`config.mk`:
```
export PLATFORM = sky130hd
export DESIGN_NAME = temp_sensor_controller
export DESIGN_NICKNAME = d
export VERILOG_FILES = /design/src/rtl/temp_sensor_controller.sv
export SDC_FILE = /design/constraint.sdc
export NUM_CORES = 1
export LEC_CHECK = 0
export ABC_AREA = 1
export CORE_MARGIN = 10
export CORE_UTILIZATION = 48
export CTS_CLUSTER_SIZE = 14
export DETAILED_ROUTE_END_ITERATION = 16
export HOLD_SLACK_MARGIN = 0.12
export PLACE_DENSITY = 0.76
export SLEW_MARGIN = 30
export SYNTH_ARGS = -nofsm -noshare
export SYNTH_HDL_FRONTEND = slang
export SYNTH_SLANG_ARGS = --single-unit
export TNS_END_PERCENT = 30
```
`constraint.sdc`:
```
create_clock -name clock -period 1.8 [get_ports clock]
set_input_delay 0.27 -clock clock [delete_from_list [all_inputs] [get_ports clock]]
set_output_delay 0.27 -clock clock [all_outputs]
set_load 0.02 [all_outputs]
```
`src/rtl/temp_sensor_controller.sv`:
```
// Command/response sequencer for the single-wire temperature sensor: sends a fixed read
// command through the byte encoder, collects a 3-byte reply and publishes checked readings.
module temp_sensor_controller #(
   parameter int                     MAX_BYTES        = 5,
   parameter int                     CMD_LEN          = 2,
   parameter logic [MAX_BYTES*8-1:0] CMD_WORD         = 'h55A1,
   parameter int                     RESP_LEN         = 3,
   parameter int                     POLL_PERIOD      = 1000000,
   parameter int                     TX_START_TIMEOUT = 64,
   parameter int                     TX_END_GAP       = 4,
   parameter int                     RESP_TIMEOUT     = 4096
) (
   input  logic                   clock,
   input  logic                   reset_n,
   input  logic                   start,
   input  logic                   tx_switch,
   input  logic [7:0]             rx_byte,
   input  logic                   rx_valid,
   output logic [MAX_BYTES*8-1:0] tx_bytes,
   output logic [3:0]             tx_num_bytes,
   output logic                   tx_valid,
   output logic [15:0]            temperature,
   output logic                   temp_valid,
   output logic                   crc_error,
   output logic                   timeout_error,
   output logic                   busy
);

   localparam int PW   = (POLL_PERIOD > 1) ? $clog2(POLL_PERIOD) : 1;
   localparam int TMAX = (TX_START_TIMEOUT > RESP_TIMEOUT) ? TX_START_TIMEOUT : RESP_TIMEOUT;
   localparam int TW   = $clog2(TMAX + 1);
   localparam int GW   = $clog2(TX_END_GAP + 1);
   localparam int BW   = $clog2(RESP_LEN + 1);

   localparam logic [PW-1:0] POLL_LAST  = PW'((POLL_PERIOD > 0) ? POLL_PERIOD - 1 : 0);
   localparam logic [TW-1:0] START_LAST = TW'(TX_START_TIMEOUT - 1);
   localparam logic [TW-1:0] RESP_LAST  = TW'(RESP_TIMEOUT - 1);
   localparam logic [GW-1:0] GAP_END    = GW'(TX_END_GAP);
   localparam logic [BW-1:0] BYTE_LAST  = BW'(RESP_LEN - 1);

   typedef enum logic [2:0] {IDLE, SEND, WAIT_TX_START, WAIT_TX_END, RX, CHECK} state_t;

   state_t            state, state_next;
   logic [PW-1:0]     poll_cnt;
   logic [TW-1:0]     wait_cnt;
   logic [GW-1:0]     gap_cnt;
   logic [BW-1:0]     byte_idx;
   logic [7:0]        rx_buf [RESP_LEN];
   logic [MAX_BYTES*8-1:0] cmd_vec;
   logic              poll_hit;
   logic              start_tmo;
   logic              resp_tmo;
   logic              crc_ok;

   // Command bytes left-aligned, unused trailing bytes padded with 8'hFF.
   for (genvar gi = 0; gi < MAX_BYTES; gi++) begin : g_cmd
      if (gi < CMD_LEN) begin : g_used
         assign cmd_vec[(MAX_BYTES-1-gi)*8 +: 8] = CMD_WORD[(CMD_LEN-1-gi)*8 +: 8];
      end else begin : g_pad
         assign cmd_vec[(MAX_BYTES-1-gi)*8 +: 8] = 8'hFF;
      end
   end

   assign poll_hit = (POLL_PERIOD != 0) && (poll_cnt == POLL_LAST);
   assign crc_ok   = (rx_buf[RESP_LEN-1] == (rx_buf[0] ^ rx_buf[1]));

   always_ff @(posedge clock or negedge reset_n) begin
      if (!reset_n) state <= IDLE;
      else          state <= state_next;
   end

   always_comb begin
      state_next = state;
      start_tmo  = 1'b0;
      resp_tmo   = 1'b0;
      case (state)
         IDLE:          if (start || poll_hit) state_next = SEND;
         SEND:          state_next = WAIT_TX_START;
         WAIT_TX_START: begin
            if (tx_switch) begin
               state_next = WAIT_TX_END;
            end else if (wait_cnt == START_LAST) begin
               start_tmo  = 1'b1;
               state_next = IDLE;
            end
         end
         WAIT_TX_END:   if (gap_cnt == GAP_END) state_next = RX;
         RX: begin
            // A byte arriving on the timeout cycle is dropped.
            if (wait_cnt == RESP_LAST && byte_idx < BW'(RESP_LEN)) begin
               resp_tmo   = 1'b1;
               state_next = IDLE;
            end else if (rx_valid && byte_idx == BYTE_LAST) begin
               state_next = CHECK;
            end
         end
         CHECK:         state_next = IDLE;
         default:       state_next = IDLE;
      endcase
   end

   assign timeout_error = start_tmo | resp_tmo;
   assign busy          = (state != IDLE);

   always_ff @(posedge clock or negedge reset_n) begin
      if (!reset_n) begin
         poll_cnt <= '0;
         wait_cnt <= '0;
         gap_cnt  <= '0;
         byte_idx <= '0;
      end else begin
         poll_cnt <= (state == IDLE && state_next == IDLE) ? poll_cnt + 1'b1 : '0;
         wait_cnt <= (state_next == state && (state == WAIT_TX_START || state == RX))
                     ? wait_cnt + 1'b1 : '0;
         gap_cnt  <= (state == WAIT_TX_END && state_next == WAIT_TX_END && !tx_switch)
                     ? gap_cnt + 1'b1 : '0;
         if (state != RX)                       byte_idx <= '0;
         else if (rx_valid && !resp_tmo)        byte_idx <= byte_idx + 1'b1;
      end
   end

   always_ff @(posedge clock) begin
      if (state == RX && rx_valid && !resp_tmo && byte_idx < BW'(RESP_LEN))
         rx_buf[byte_idx] <= rx_byte;
   end

   always_ff @(posedge clock or negedge reset_n) begin
      if (!reset_n) begin
         tx_bytes     <= '0;
         tx_num_bytes <= '0;
         tx_valid     <= 1'b0;
         temperature  <= 16'h0000;
         temp_valid   <= 1'b0;
         crc_error    <= 1'b0;
      end else begin
         tx_valid   <= (state_next == SEND);
         temp_valid <= (state == CHECK) && crc_ok;
         crc_error  <= (state == CHECK) && !crc_ok;
         if (state_next == SEND) begin
            tx_bytes     <= cmd_vec;
            tx_num_bytes <= 4'(CMD_LEN);
         end else if (state_next == IDLE) begin
            tx_bytes     <= '0;
            tx_num_bytes <= '0;
         end
         if (state == CHECK && crc_ok)
            temperature <= {rx_buf[0], rx_buf[1]};
      end
   end

endmodule
```
==> summary by stage <==
Status
The run finished, with violations left. The final reports fail on negative setup slack.

Floorplan
The floorplan step defined a core boundary enclosing 9150 sq um. The initial utilization of the core area, before any placement, comes to 48.7%. The die outline height is 116 um. During I/O placement, the number of pins put on the boundary was 78. From left edge to right edge, the die measures 116 um. The count of standard-cell rows is 35. The die covers 13500 sq um.

Clocking
In this run the clock root is driven by a clkbuf_8. The CTS tree is done. The number of buffers created by CTS is 9. Counting every sink on the clock net gives 85.

Counting along the longest clock path gives a buffer depth of 2. The H-tree was split into 3 levels. The insertion delay to the later sink of the worst-skew pair is 0.36 ns.

The register clock-pin slew on the reported worst setup and hold paths is 0.09 ns.

Placed design
Detailed placement ended at an HPWL of 6480 um. The total placed instance area is 5290 sq um. Prior to clock tree synthesis, the placed netlist has a worst setup slack of -0.292 ns.

At the end of routability-driven placement, the weighted congestion stood at 0.899. The number of buffers added on ports is 65. After detailed placement, the design holds a cell count of 630.

Synth
The cell with the most instances after synthesis is nand2_1. The share of synthesized flip-flops with an asynchronous set or reset is 71.8%. In the synthesized netlist, the number of instances is 451. By area the synthesized netlist is led by dfrtp_1, edfxtp_1, buf_4, nand2_1, nor2_2. After synthesis the netlist holds a flip-flop and latch count of 85. Counting instances in the post-synthesis netlist gives the leading cell types as nand2_1, dfrtp_1, buf_4.

The most instantiated flip-flop cell in the synthesis netlist is dfrtp_1. The mean cell area of the mapped netlist is 9.88 sq um. The Yosys step of the flow raised 0 warnings. The sequential fraction of the synthesis area is 50.4%. The share of the synthesized area in the top cell type is 34.2%. Summing every instance area after synthesis gives 4460 sq um. Counting flops with a built-in enable in the synthesized netlist gives 24.

The largest area contributor in the netlist is dfrtp_1. Synthesis instantiated 36 different standard cells from the library.

Global routing
The number of global-route vias before repair came to 3209. Summed over all layers, the global routing overflow is 0. The global routing usage summed across all routing layers is 13.9%.

The largest net degree at the start of global routing is 44. The first global-routing pass estimated 15200 um of wire. The number of antenna violations at the first check in global routing was 0.

Timing
Once routing completed, OpenROAD measured the worst setup slack at -0.150 ns. The time the final worst path needs with I/O delays and setup is 1.95 ns. The final-report hold violation count is 0. The worst slack on hold paths is 0.389 ns. The max-slew violation count is 0. Setup violations remaining at the end of the flow were counted as 34. Based on the critical path, the design can be clocked at up to 513 MHz. Between clock sinks in the finished design, the worst skew comes to 0.0134 ns. The final period utilization is 108%. Setup repair after global routing could not meet its margin everywhere.

Power
Internal power comes to 0.00330 W. The power density over cell area is 890 nW/um^2. The peak ir drop on the vdd network is 0.000472 V. The net load switching power is 0.00180 W. Combinational logic burns 35.0% of the power. Sequential cells burn 41.1% of the power. Net switching is 35.3% of the power. In this run the static leakage power is 2.60 nW. The clock network burns 23.9% of the power. The design draws 0.00509 W.

Layout
The final-layout fill cell count is 735. The multi-input gate area in the final layout is 1820 sq um. The area added between synthesis and finish is 28.3%. The net count of the finished layout is 566.

The number of diodes is 0. The area of all placed cells without fillers is 5720 sq um. The fraction of layout instances using a drive strength above 1 is 26.4%.

Once layout is complete, the cells apart from fillers number 661. Across the whole layout, storage elements account for 2250 sq um.

Routing
The final route contains 3130 vias. The detail route stage leaves a number of antenna-violating nets equal to 0. The via-per-instance ratio is 4.74. The number of remaining DRC errors is 0. Wires add up to 9110 um. For this block, the initial DRC count from the detailed router was 139. The first-pass detailed-route iteration total is 4. Dividing the detail-routed wire length by the instance count gives 13.8 um.

Setup path
The signal on the critical path passes through ha_2 -> nand3_4 -> nor2_4 -> nand2_2 -> buf_6 -> a21oi_4 -> nand3_2 -> nor2_2 -> nand2_2 -> bufbuf_16 -> nor2_2. In this run the register-to-register setup slack is -0.15 ns. The critical path class is flip-flop to flip-flop.

Data arrives at the worst endpoint at 2.23 ns. In this run the critical register-to-register path is captured at poll_cnt[19]$_DFF_PN0_. The largest single stage delay on the critical path is 0.36 ns.

The depth of the most critical reg-to-reg path is 11. STA classifies the critical path endpoint as a flip-flop. The worst-path cell with the longest stage delay is dfrtp_1. The kind of start point of the critical path is a flip-flop. In this design, the largest share of critical-path delay is due to simple AND/OR/NAND/NOR gates. The launching point of the worst reg2reg path is wait_cnt[0]$_DFF_PN0_. Along the worst path, the maximum fanout reaches 5. The buffers plus inverters on the worst setup path is 2. The critical path required time is 2.09 ns.

Job
Across the run, the number of max-cap violations was 0.

Hold path
The class of the tightest hold or removal check is primary input to asynchronous set/reset pin.
## metal layers
layer | GRT usage (%) | share of wire [%] | vias up
met2 | 23.7 | 52 | 68
met5 | 0 | 0 | -
met1 | 16.1 | 41 | 1474
met4 | 4.00 | 1.2 | 0
li1 | - | - | 1579
met3 | 5.14 | 6.0 | 9
## worst max path at each step
stage | startpoint | end | slack [ns] | cells past startpoint
final | wait_cnt[0]$_DFF_PN0_ | poll_cnt[19]$_DFF_PN0_ | -0.15 | 11
after global routing | wait_cnt[0]$_DFF_PN0_ | poll_cnt[19]$_DFF_PN0_ | -0.26 | 11
after CTS | wait_cnt[1]$_DFF_PN0_ | timeout_error | -0.14 | 6
after detailed placement | wait_cnt[0]$_DFF_PN0_ | timeout_error | -0.29 | 6
after global placement | wait_cnt[0]$_DFF_PN0_ | timeout_error | -0.21 | 6
after floorplan | wait_cnt[0]$_DFF_PN0_ | rx_buf[0][0]$_DFFE_PP_ | -0.11 | 8
## through the flow
stage               TNS [ns]  util, %
floorplan              -1.72        -
global placement      -0.206     57.7
detailed placement    -0.715     57.7
CTS                    -2.40     60.7
global route           -8.40     62.5
finish                 -3.03     62.5
## layout make-up
cell class / count / share of cell area [%]
tap: 111 / 2.43
clock inverter: 6 / 0.809
clock buffer: 10 / 2.23
sequential: 85 / 39.3
inverter: 39 / 2.56
timing repair buffer: 123 / 20.8
multi-input combinational: 287 / 31.8
## timing repair
| item | 4_1_cts | 5_1_grt |
|---|---|---|
| cloned | 2 | 1 |
| hold endpoints to repair | 18 | 0 |
| pin swaps | 5 | 7 |
| setup endpoints to repair | 70 | 61 |
| gates resized for setup | 49 | 22 |
| setup buffers | 4 | 7 |
| hold buffers | 1 | 0 |
## cells by family (layout without fill, tap and decap cells)
kind of cell | count (synthesis) | count (layout) | share of synthesized area, %
fa+ha+maj | 8 | 8 | 2.25
flops | 85 | 85 | 50.4
other cells | 1 | 12 | 0.0841
compound gates | 10 | 10 | 1.71
xor+xnor | 41 | 41 | 8.05
buf+inv | 90 | 178 | 11.9
simple gates | 216 | 216 | 25.6
## power by group through the flow
stage                     Combinational, W  Clock (W)  Sequential [W]
after global routing               0.00191    0.00136         0.00210
after floorplan                    0.00121          0         0.00217
after detailed placement           0.00176          0         0.00213
final                              0.00178    0.00122         0.00209
after global placement             0.00173          0         0.00212
after CTS                          0.00172    0.00126         0.00209
## sequential cells by signal (all words and copies together), names as in the netlist, 2 cells and up
signal and count:
rx_buf 24, poll_cnt 20, temperature 16, wait_cnt 13, gap_cnt 3, state 3, byte_idx 2
## placed cells by master, fill, tap and decap left out, types with 3 or more instances in the layout
cell	netlist	layout
buf_4	44	44
nor2_1	38	34
nand4_1	21	21
buf_6	3	5
inv_1	35	34
clkbuf_8	0	9
nor3_1	3	3
nand2_2	4	5
a21oi_1	3	3
xor2_1	22	22
xnor2_1	19	18
nand3_4	3	3
ha_1	8	7
dlygate4sd2_1	0	32
clkdlybuf4s50_1	0	30
conb_1	1	12
buf_12	0	6
nand3_2	5	5
nor2_4	5	17
nor2_2	34	26
nand3_1	11	11
dfrtp_1	61	61
inv_2	4	5
edfxtp_1	24	24
nand2_1	83	82
No activity file was read; power rests on OpenSTA's default activity.
